<file path="src/rtl/boot_load_ctrl.sv">
// Boot loader for the single-cycle rv32i core: streams a header, data image and program image
// into the BRAM write ports, then releases the core for a bounded or halt-terminated run.
module boot_load_ctrl #(
    parameter int ADDR_WIDTH = 10,
    parameter int DATA_WIDTH = 32,
    parameter int MAX_WORDS  = 256,
    parameter int CNT_WIDTH  = 16
) (
    input  logic                  clk,
    input  logic                  rst,
    input  logic                  start,
    input  logic                  s_valid,
    output logic                  s_ready,
    input  logic [DATA_WIDTH-1:0] s_data,
    input  logic [CNT_WIDTH-1:0]  run_cycles,
    input  logic                  halt,
    output logic [ADDR_WIDTH-1:0] i_w_addr,
    output logic [DATA_WIDTH-1:0] i_w_dat,
    output logic                  i_w_enb,
    output logic [ADDR_WIDTH-1:0] d_w_addr,
    output logic [DATA_WIDTH-1:0] d_w_dat,
    output logic                  d_w_enb,
    output logic                  d_bram_init_done,
    output logic                  pc_stall,
    output logic                  i_r_enb,
    output logic                  rd_enbl,
    output logic                  busy,
    output logic                  done,
    output logic                  error,
    output logic [CNT_WIDTH-1:0]  cycle_count
);

    localparam int IDX_W = 9;
    localparam logic [IDX_W:0] MAX_W = (IDX_W + 1)'(MAX_WORDS);

    typedef enum logic [2:0] {
        S_IDLE,
        S_HDR,
        S_LOAD_D,
        S_LOAD_I,
        S_RUN,
        S_DONE,
        S_ERR
    } state_t;

    state_t                state_q, state_d;
    logic [IDX_W-1:0]      idx_q, idx_d;
    logic [IDX_W-1:0]      n_data_q, n_data_d;
    logic [IDX_W-1:0]      n_instr_q, n_instr_d;
    logic [CNT_WIDTH-1:0]  budget_q, budget_d;
    logic [CNT_WIDTH-1:0]  cycle_count_q, cycle_count_d;
    logic [ADDR_WIDTH-1:0] i_w_addr_q, i_w_addr_d;
    logic [DATA_WIDTH-1:0] i_w_dat_q, i_w_dat_d;
    logic                  i_w_enb_q, i_w_enb_d;
    logic [ADDR_WIDTH-1:0] d_w_addr_q, d_w_addr_d;
    logic [DATA_WIDTH-1:0] d_w_dat_q, d_w_dat_d;
    logic                  d_w_enb_q, d_w_enb_d;
    logic                  s_ready_q, s_ready_d;
    logic                  busy_q, busy_d;
    logic                  done_q, done_d;
    logic                  error_q, error_d;
    logic                  pc_stall_q, pc_stall_d;
    logic                  i_r_enb_q, i_r_enb_d;
    logic                  rd_enbl_q, rd_enbl_d;
    logic                  d_init_q, d_init_d;

    // Header decode: every bit outside the two count fields is reserved.
    logic [DATA_WIDTH-1:0] rsvd_mask;
    logic [IDX_W-1:0]      hdr_n_instr;
    logic [IDX_W-1:0]      hdr_n_data;
    logic                  hdr_bad;
    logic                  accept;
    logic [ADDR_WIDTH-1:0] idx_addr;

    genvar gi;
    generate
        for (gi = 0; gi < DATA_WIDTH; gi++) begin : g_rsvd
            assign rsvd_mask[gi] = !((gi <= 8) || ((gi >= 16) && (gi <= 24)));
        end
    endgenerate

    assign hdr_n_instr = s_data[8:0];
    assign hdr_n_data  = s_data[24:16];
    assign hdr_bad     = (hdr_n_instr == '0)
                      || ({1'b0, hdr_n_instr} > MAX_W)
                      || ({1'b0, hdr_n_data} > MAX_W)
                      || (|(s_data & rsvd_mask));
    assign accept      = s_valid && s_ready_q;
    assign idx_addr    = ADDR_WIDTH'({idx_q, 2'b00});

    always_comb begin
        state_d       = state_q;
        idx_d         = idx_q;
        n_data_d      = n_data_q;
        n_instr_d     = n_instr_q;
        budget_d      = budget_q;
        cycle_count_d = cycle_count_q;
        i_w_addr_d    = i_w_addr_q;
        i_w_dat_d     = i_w_dat_q;
        i_w_enb_d     = 1'b0;
        d_w_addr_d    = d_w_addr_q;
        d_w_dat_d     = d_w_dat_q;
        d_w_enb_d     = 1'b0;

        case (state_q)
            S_IDLE, S_DONE, S_ERR: begin
                if (start) begin
                    state_d       = S_HDR;
                    cycle_count_d = '0;
                end
            end
            S_HDR: begin
                if (accept) begin
                    if (hdr_bad) begin
                        state_d = S_ERR;
                    end else begin
                        n_data_d  = hdr_n_data;
                        n_instr_d = hdr_n_instr;
                        idx_d     = '0;
                        state_d   = (hdr_n_data != '0) ? S_LOAD_D : S_LOAD_I;
                    end
                end
            end
            S_LOAD_D: begin
                if (accept) begin
                    d_w_enb_d  = 1'b1;
                    d_w_addr_d = idx_addr;
                    d_w_dat_d  = s_data;
                    if (idx_q == n_data_q - 9'd1) begin
                        idx_d   = '0;
                        state_d = S_LOAD_I;
                    end else begin
                        idx_d = idx_q + 9'd1;
                    end
                end
            end
            S_LOAD_I: begin
                if (accept) begin
                    i_w_enb_d  = 1'b1;
                    i_w_addr_d = idx_addr;
                    i_w_dat_d  = s_data;
                    if (idx_q == n_instr_q - 9'd1) begin
                        idx_d    = '0;
                        budget_d = run_cycles;
                        state_d  = S_RUN;
                    end else begin
                        idx_d = idx_q + 9'd1;
                    end
                end
            end
            S_RUN: begin
                cycle_count_d = cycle_count_q + CNT_WIDTH'(1);
                // A zero budget means only halt can end the run.
                if (halt || ((budget_q != '0) && (cycle_count_d == budget_q))) begin
                    state_d = S_DONE;
                end
            end
            default: state_d = S_IDLE;
        endcase

        s_ready_d  = (state_d == S_HDR) || (state_d == S_LOAD_D) || (state_d == S_LOAD_I);
        busy_d     = s_ready_d || (state_d == S_RUN);
        done_d     = (state_d == S_DONE);
        error_d    = (state_d == S_ERR);
        pc_stall_d = (state_d != S_RUN);
        i_r_enb_d  = (state_d == S_RUN);
        rd_enbl_d  = (state_d == S_RUN);
        // Core keeps the data write port through DONE so results can be read back.
        d_init_d   = (state_d == S_RUN) || (state_d == S_DONE);
    end

    always_ff @(posedge clk) begin
        if (rst) begin
            state_q       <= S_IDLE;
            idx_q         <= '0;
            n_data_q      <= '0;
            n_instr_q     <= '0;
            budget_q      <= '0;
            cycle_count_q <= '0;
            i_w_addr_q    <= '0;
            i_w_dat_q     <= '0;
            i_w_enb_q     <= 1'b0;
            d_w_addr_q    <= '0;
            d_w_dat_q     <= '0;
            d_w_enb_q     <= 1'b0;
            s_ready_q     <= 1'b0;
            busy_q        <= 1'b0;
            done_q        <= 1'b0;
            error_q       <= 1'b0;
            pc_stall_q    <= 1'b1;
            i_r_enb_q     <= 1'b0;
            rd_enbl_q     <= 1'b0;
            d_init_q      <= 1'b0;
        end else begin
            state_q       <= state_d;
            idx_q         <= idx_d;
            n_data_q      <= n_data_d;
            n_instr_q     <= n_instr_d;
            budget_q      <= budget_d;
            cycle_count_q <= cycle_count_d;
            i_w_addr_q    <= i_w_addr_d;
            i_w_dat_q     <= i_w_dat_d;
            i_w_enb_q     <= i_w_enb_d;
            d_w_addr_q    <= d_w_addr_d;
            d_w_dat_q     <= d_w_dat_d;
            d_w_enb_q     <= d_w_enb_d;
            s_ready_q     <= s_ready_d;
            busy_q        <= busy_d;
            done_q        <= done_d;
            error_q       <= error_d;
            pc_stall_q    <= pc_stall_d;
            i_r_enb_q     <= i_r_enb_d;
            rd_enbl_q     <= rd_enbl_d;
            d_init_q      <= d_init_d;
        end
    end

    assign s_ready          = s_ready_q;
    assign i_w_addr         = i_w_addr_q;
    assign i_w_dat          = i_w_dat_q;
    assign i_w_enb          = i_w_enb_q;
    assign d_w_addr         = d_w_addr_q;
    assign d_w_dat          = d_w_dat_q;
    assign d_w_enb          = d_w_enb_q;
    assign d_bram_init_done = d_init_q;
    assign pc_stall         = pc_stall_q;
    assign i_r_enb          = i_r_enb_q;
    assign rd_enbl          = rd_enbl_q;
    assign busy             = busy_q;
    assign done             = done_q;
    assign error            = error_q;
    assign cycle_count      = cycle_count_q;

endmodule

</file>
<file path="config.mk">
export PLATFORM = sky130hd
export DESIGN_NAME = boot_load_ctrl
export DESIGN_NICKNAME = d
export VERILOG_FILES = /design/src/rtl/boot_load_ctrl.sv
export SDC_FILE = /design/constraint.sdc
export NUM_CORES = 1
export LEC_CHECK = 0
export ABC_AREA = 1
export CAP_MARGIN = 10
export CORE_ASPECT_RATIO = 1.2
export CORE_MARGIN = 2
export CORE_UTILIZATION = 30
export DETAILED_ROUTE_END_ITERATION = 10
export PLACE_DENSITY_LB_ADDON = 0.08
export SLEW_MARGIN = 20
export SYNTH_ARGS = -nofsm -noshare
export SYNTH_HDL_FRONTEND = slang
export SYNTH_SLANG_ARGS = --single-unit
</file>
<file path="constraint.sdc">
create_clock -name clk -period 1.74 [get_ports clk]
set_input_delay 0.348 -clock clk [delete_from_list [all_inputs] [get_ports clk]]
set_output_delay 0.348 -clock clk [all_outputs]
set_load 0.005 [all_outputs]
</file>
==> impl_metrics.json <==
{
  "finalCriticalPeriod_ns": 1.996,
  "io_pins": 163,
  "status": "finished with violations",
  "clkPwrFrac": 0.465,
  "timing.fmax_ghz": 0.5009,
  "cts_root_buffer": "clkbuf_16",
  "hold_class": "in2reg",
  "p_leak_nw": 4.859,
  "crit_fanout": 8,
  "yosysUniqueCellTypes": 37,
  "crit_top_cell": "nor2_2",
  "fp.dieArea_mm2": 0.02436,
  "dp_hpwl_um": 16300,
  "drtIter0Drc": 218,
  "p_per_area_mw_per_mm2": 770.6,
  "synth_edf_count": 0,
  "drc": 0,
  "crit_slowest_cell": "dfxtp_2",
  "required_ns": 2.05,
  "yosysTopAreaCellShare": 0.4359,
  "grtUsageTotal": 0.1859,
  "power_frac_seq": 0.413,
  "setup_viol": 33,
  "die_y_um": 170.6,
  "grt_max_degree": 35,
  "start_util": 0.3069,
  "synth_cells": 1004,
  "vdd_drop_max_mv": 0.6279,
  "place_congestion": 0.8332,
  "numCtsBuffers": 17,
  "vias_per_cell": 4.471,
  "ant_nets": 0,
  "h-tree-depth": 4,
  "dp_cells": 1559,
  "finalClockSkew_ns": 0.01149,
  "crit_path_end_kind": "flip-flop",
  "hold_viol_final": 0,
  "yosys_register_bits": 151,
  "core_mm2": 0.02260,
  "wl_um": 23050,
  "p_int_mw": 6.492,
  "rsz0062_at_grt": "true",
  "grt_antenna_before_repair": 0,
  "synth_area_per_cell_um2": 6.908,
  "vias": 7217,
  "cts_hold_buf": 0,
  "min_period_over_period": 1.147,
  "cts_tree": "done",
  "num_antenna_cells": 0,
  "grt_first_pass_wirelength_um": 35510,
  "synthTopCellsByArea": "dfxtp_1 44%, nor2_1 12%, nand2_1 9.5%",
  "violations": "setup timing",
  "clkSinkCount": 151,
  "drv_slew": 0,
  "critPathArrivalTime_ns": 2.30,
  "dr.pass1.iters": 4,
  "clock_path_buffers": 2,
  "io_buffers": 158,
  "clkLatencyLatePin_ns": 0.42,
  "switching_power_mw": 2.162,
  "utilization": 0.4970,
  "wire_per_inst_um": 14.28,
  "layout.cells.non_filler": 1614,
  "max_stage_delay_ns": 0.34,
  "grt_pass1_vias": 6972,
  "num_rows": 60,
  "combPwrFrac": 0.122,
  "grt.overflow.total": 0,
  "synth_top_area_cell": "dfxtp_1",
  "cap_violations": 0,
  "die_w_um": 142.8,
  "crit_path_start_kind": "flip-flop",
  "path_clk_slew_ns": 0.07,
  "swShare": 0.2498,
  "path_cells": "inv_2 -> ha_4 -> xor2_1 -> nand3_1 -> nor2_2 -> nand2_2 -> nor2_4 -> nand4_4 -> buf_6 -> clkbuf_16 -> nor2_2 -> a211oi_2",
  "layout-drive-gt1-share": 0.2669,
  "tns_ns": -5.609,
  "crit_type": "reg2reg",
  "fin_ws_ns": -0.2563,
  "async_flop_share": 0,
  "synthFlopType": "dfxtp_1",
  "yosys_warnings": 0,
  "hold_slack_ns": 0.3309,
  "syn_to_final_growth_pct": 61.92,
  "p_total_mw": 8.654,
  "syn_area_mm2": 0.006935,
  "nets": 1348,
  "yosysSeqAreaShare": 0.4359
}
registers in the layout, indices dropped and copies added (netlist names):
| signal | cells |
|---|---|
| d_w_dat | 32 |
| i_w_dat | 32 |
| budget_q | 16 |
| cycle_count | 16 |
| idx_q | 9 |
| n_data_q | 9 |
| n_instr_q | 9 |
| d_w_addr | 8 |
| i_w_addr | 8 |
| state_q | 3 |
| busy | 1 |
| d_bram_init_done | 1 |
| d_w_enb | 1 |
| done | 1 |
| error | 1 |
| i_w_enb | 1 |
| pc_stall | 1 |
| rd_enbl | 1 |
| s_ready | 1 |
layout by cell type, fill, tap and decap left out, types with 21 or more instances in the layout:
cell type / netlist / final
nand2_1: 175 / 157
clkdlybuf4s50_1: 0 / 112
nor2_1: 213 / 174
dlygate4sd2_1: 0 / 42
inv_1: 94 / 80
nor2_2: 7 / 22
buf_4: 5 / 128
a21oi_1: 56 / 54
nand2_2: 6 / 21
nor2_4: 2 / 26
o21ai_0: 103 / 87
nand3_1: 76 / 63
dfxtp_1: 151 / 130
worst paths after layout:
kind | start | to | slack (ns) | cells past startpoint
setup / recovery | n_instr_q[0] | budget_q[6] | -0.26 | 12
hold / removal | s_data[13] | d_w_dat[13] | 0.33 | 3
setup reg to reg | n_instr_q[0] | budget_q[6] | -0.26 | 12
hold reg to reg | n_instr_q[8] | n_instr_q[8] | 0.46 | 2
routing by layer:
layer	vias up	GRT usage	share of wire
met5	-	0	0
met4	0	0.04907	0.012
met3	17	0.05262	0.051
met2	129	0.3342	0.50
met1	3275	0.2160	0.44
li1	3796	-	-
kinds of logic (layout without fill, tap and decap cells):
group                    count (synthesis)  after routing  share of synthesized area
XOR/XNOR                                19             19                    0.02706
AND/OR/NAND/NOR                        503            503                     0.3051
AO/OA/AOI/OAI                          185            185                     0.1445
buffers and inverters                  141            438                    0.07974
adder cells (fa/ha/maj)                  4              4                   0.007217
other                                    1              4                  0.0005407
flip-flops                             151            151                     0.4359
critical path, delay by kind of cell, from the launching register on:
kind            cells  cell delay, ns
buf+inv             3            0.41
flops               1            0.34
simple gates        6            0.69
fa+ha+maj           1            0.26
xor+xnor            1            0.14
compound gates      1            0.05
cell usage after synthesis, types with 9 or more instances:
cell type  number
nor2_1        213
nand2_1       175
dfxtp_1       151
o21ai_0       103
inv_1          94
nand3_1        76
a21oi_1        56
clkbuf_1       33
a211oi_1       17
xor2_1         10
nand4_1         9
power by group through the flow:
stage	Sequential, mW	Clock [mW]	Combinational (mW)
2_1_floorplan	3.66	0	0.409
3_3_place_gp	3.65	0	0.995
3_5_place_dp	3.65	0	0.995
4_1_cts	3.57	4.13	1.00
5_1_grt	3.59	4.27	1.15
6_report	3.57	4.03	1.05
cell type report:
cell class,count,area [µm²]
fill,2270,11370
multi-input combinational,715,3905
sequential,151,3054
timing repair buffer,310,2880
clock buffer,18,439.2
tap,310,387.9
inverter,96,365.4
clock inverter,14,197.7
through the flow:
stage	worst slack, ns	area (µm²)
6_report	-0.2563	11230
2_1_floorplan	-0.02309	7007
5_1_grt	-0.3761	11230
3_5_place_dp	-0.7142	9834
3_3_place_gp	-0.6939	9834
4_1_cts	-0.2277	10710
what timing repair did:
| item | in CTS | in global routing |
|---|---|---|
| setup buffers | 12 | 6 |
| pin swaps | 56 | 35 |
| setup endpoints to repair | 61 | 59 |
| cloned | 2 | 3 |
| resized for setup | 106 | 126 |
(Power assumes the default switching activity.)
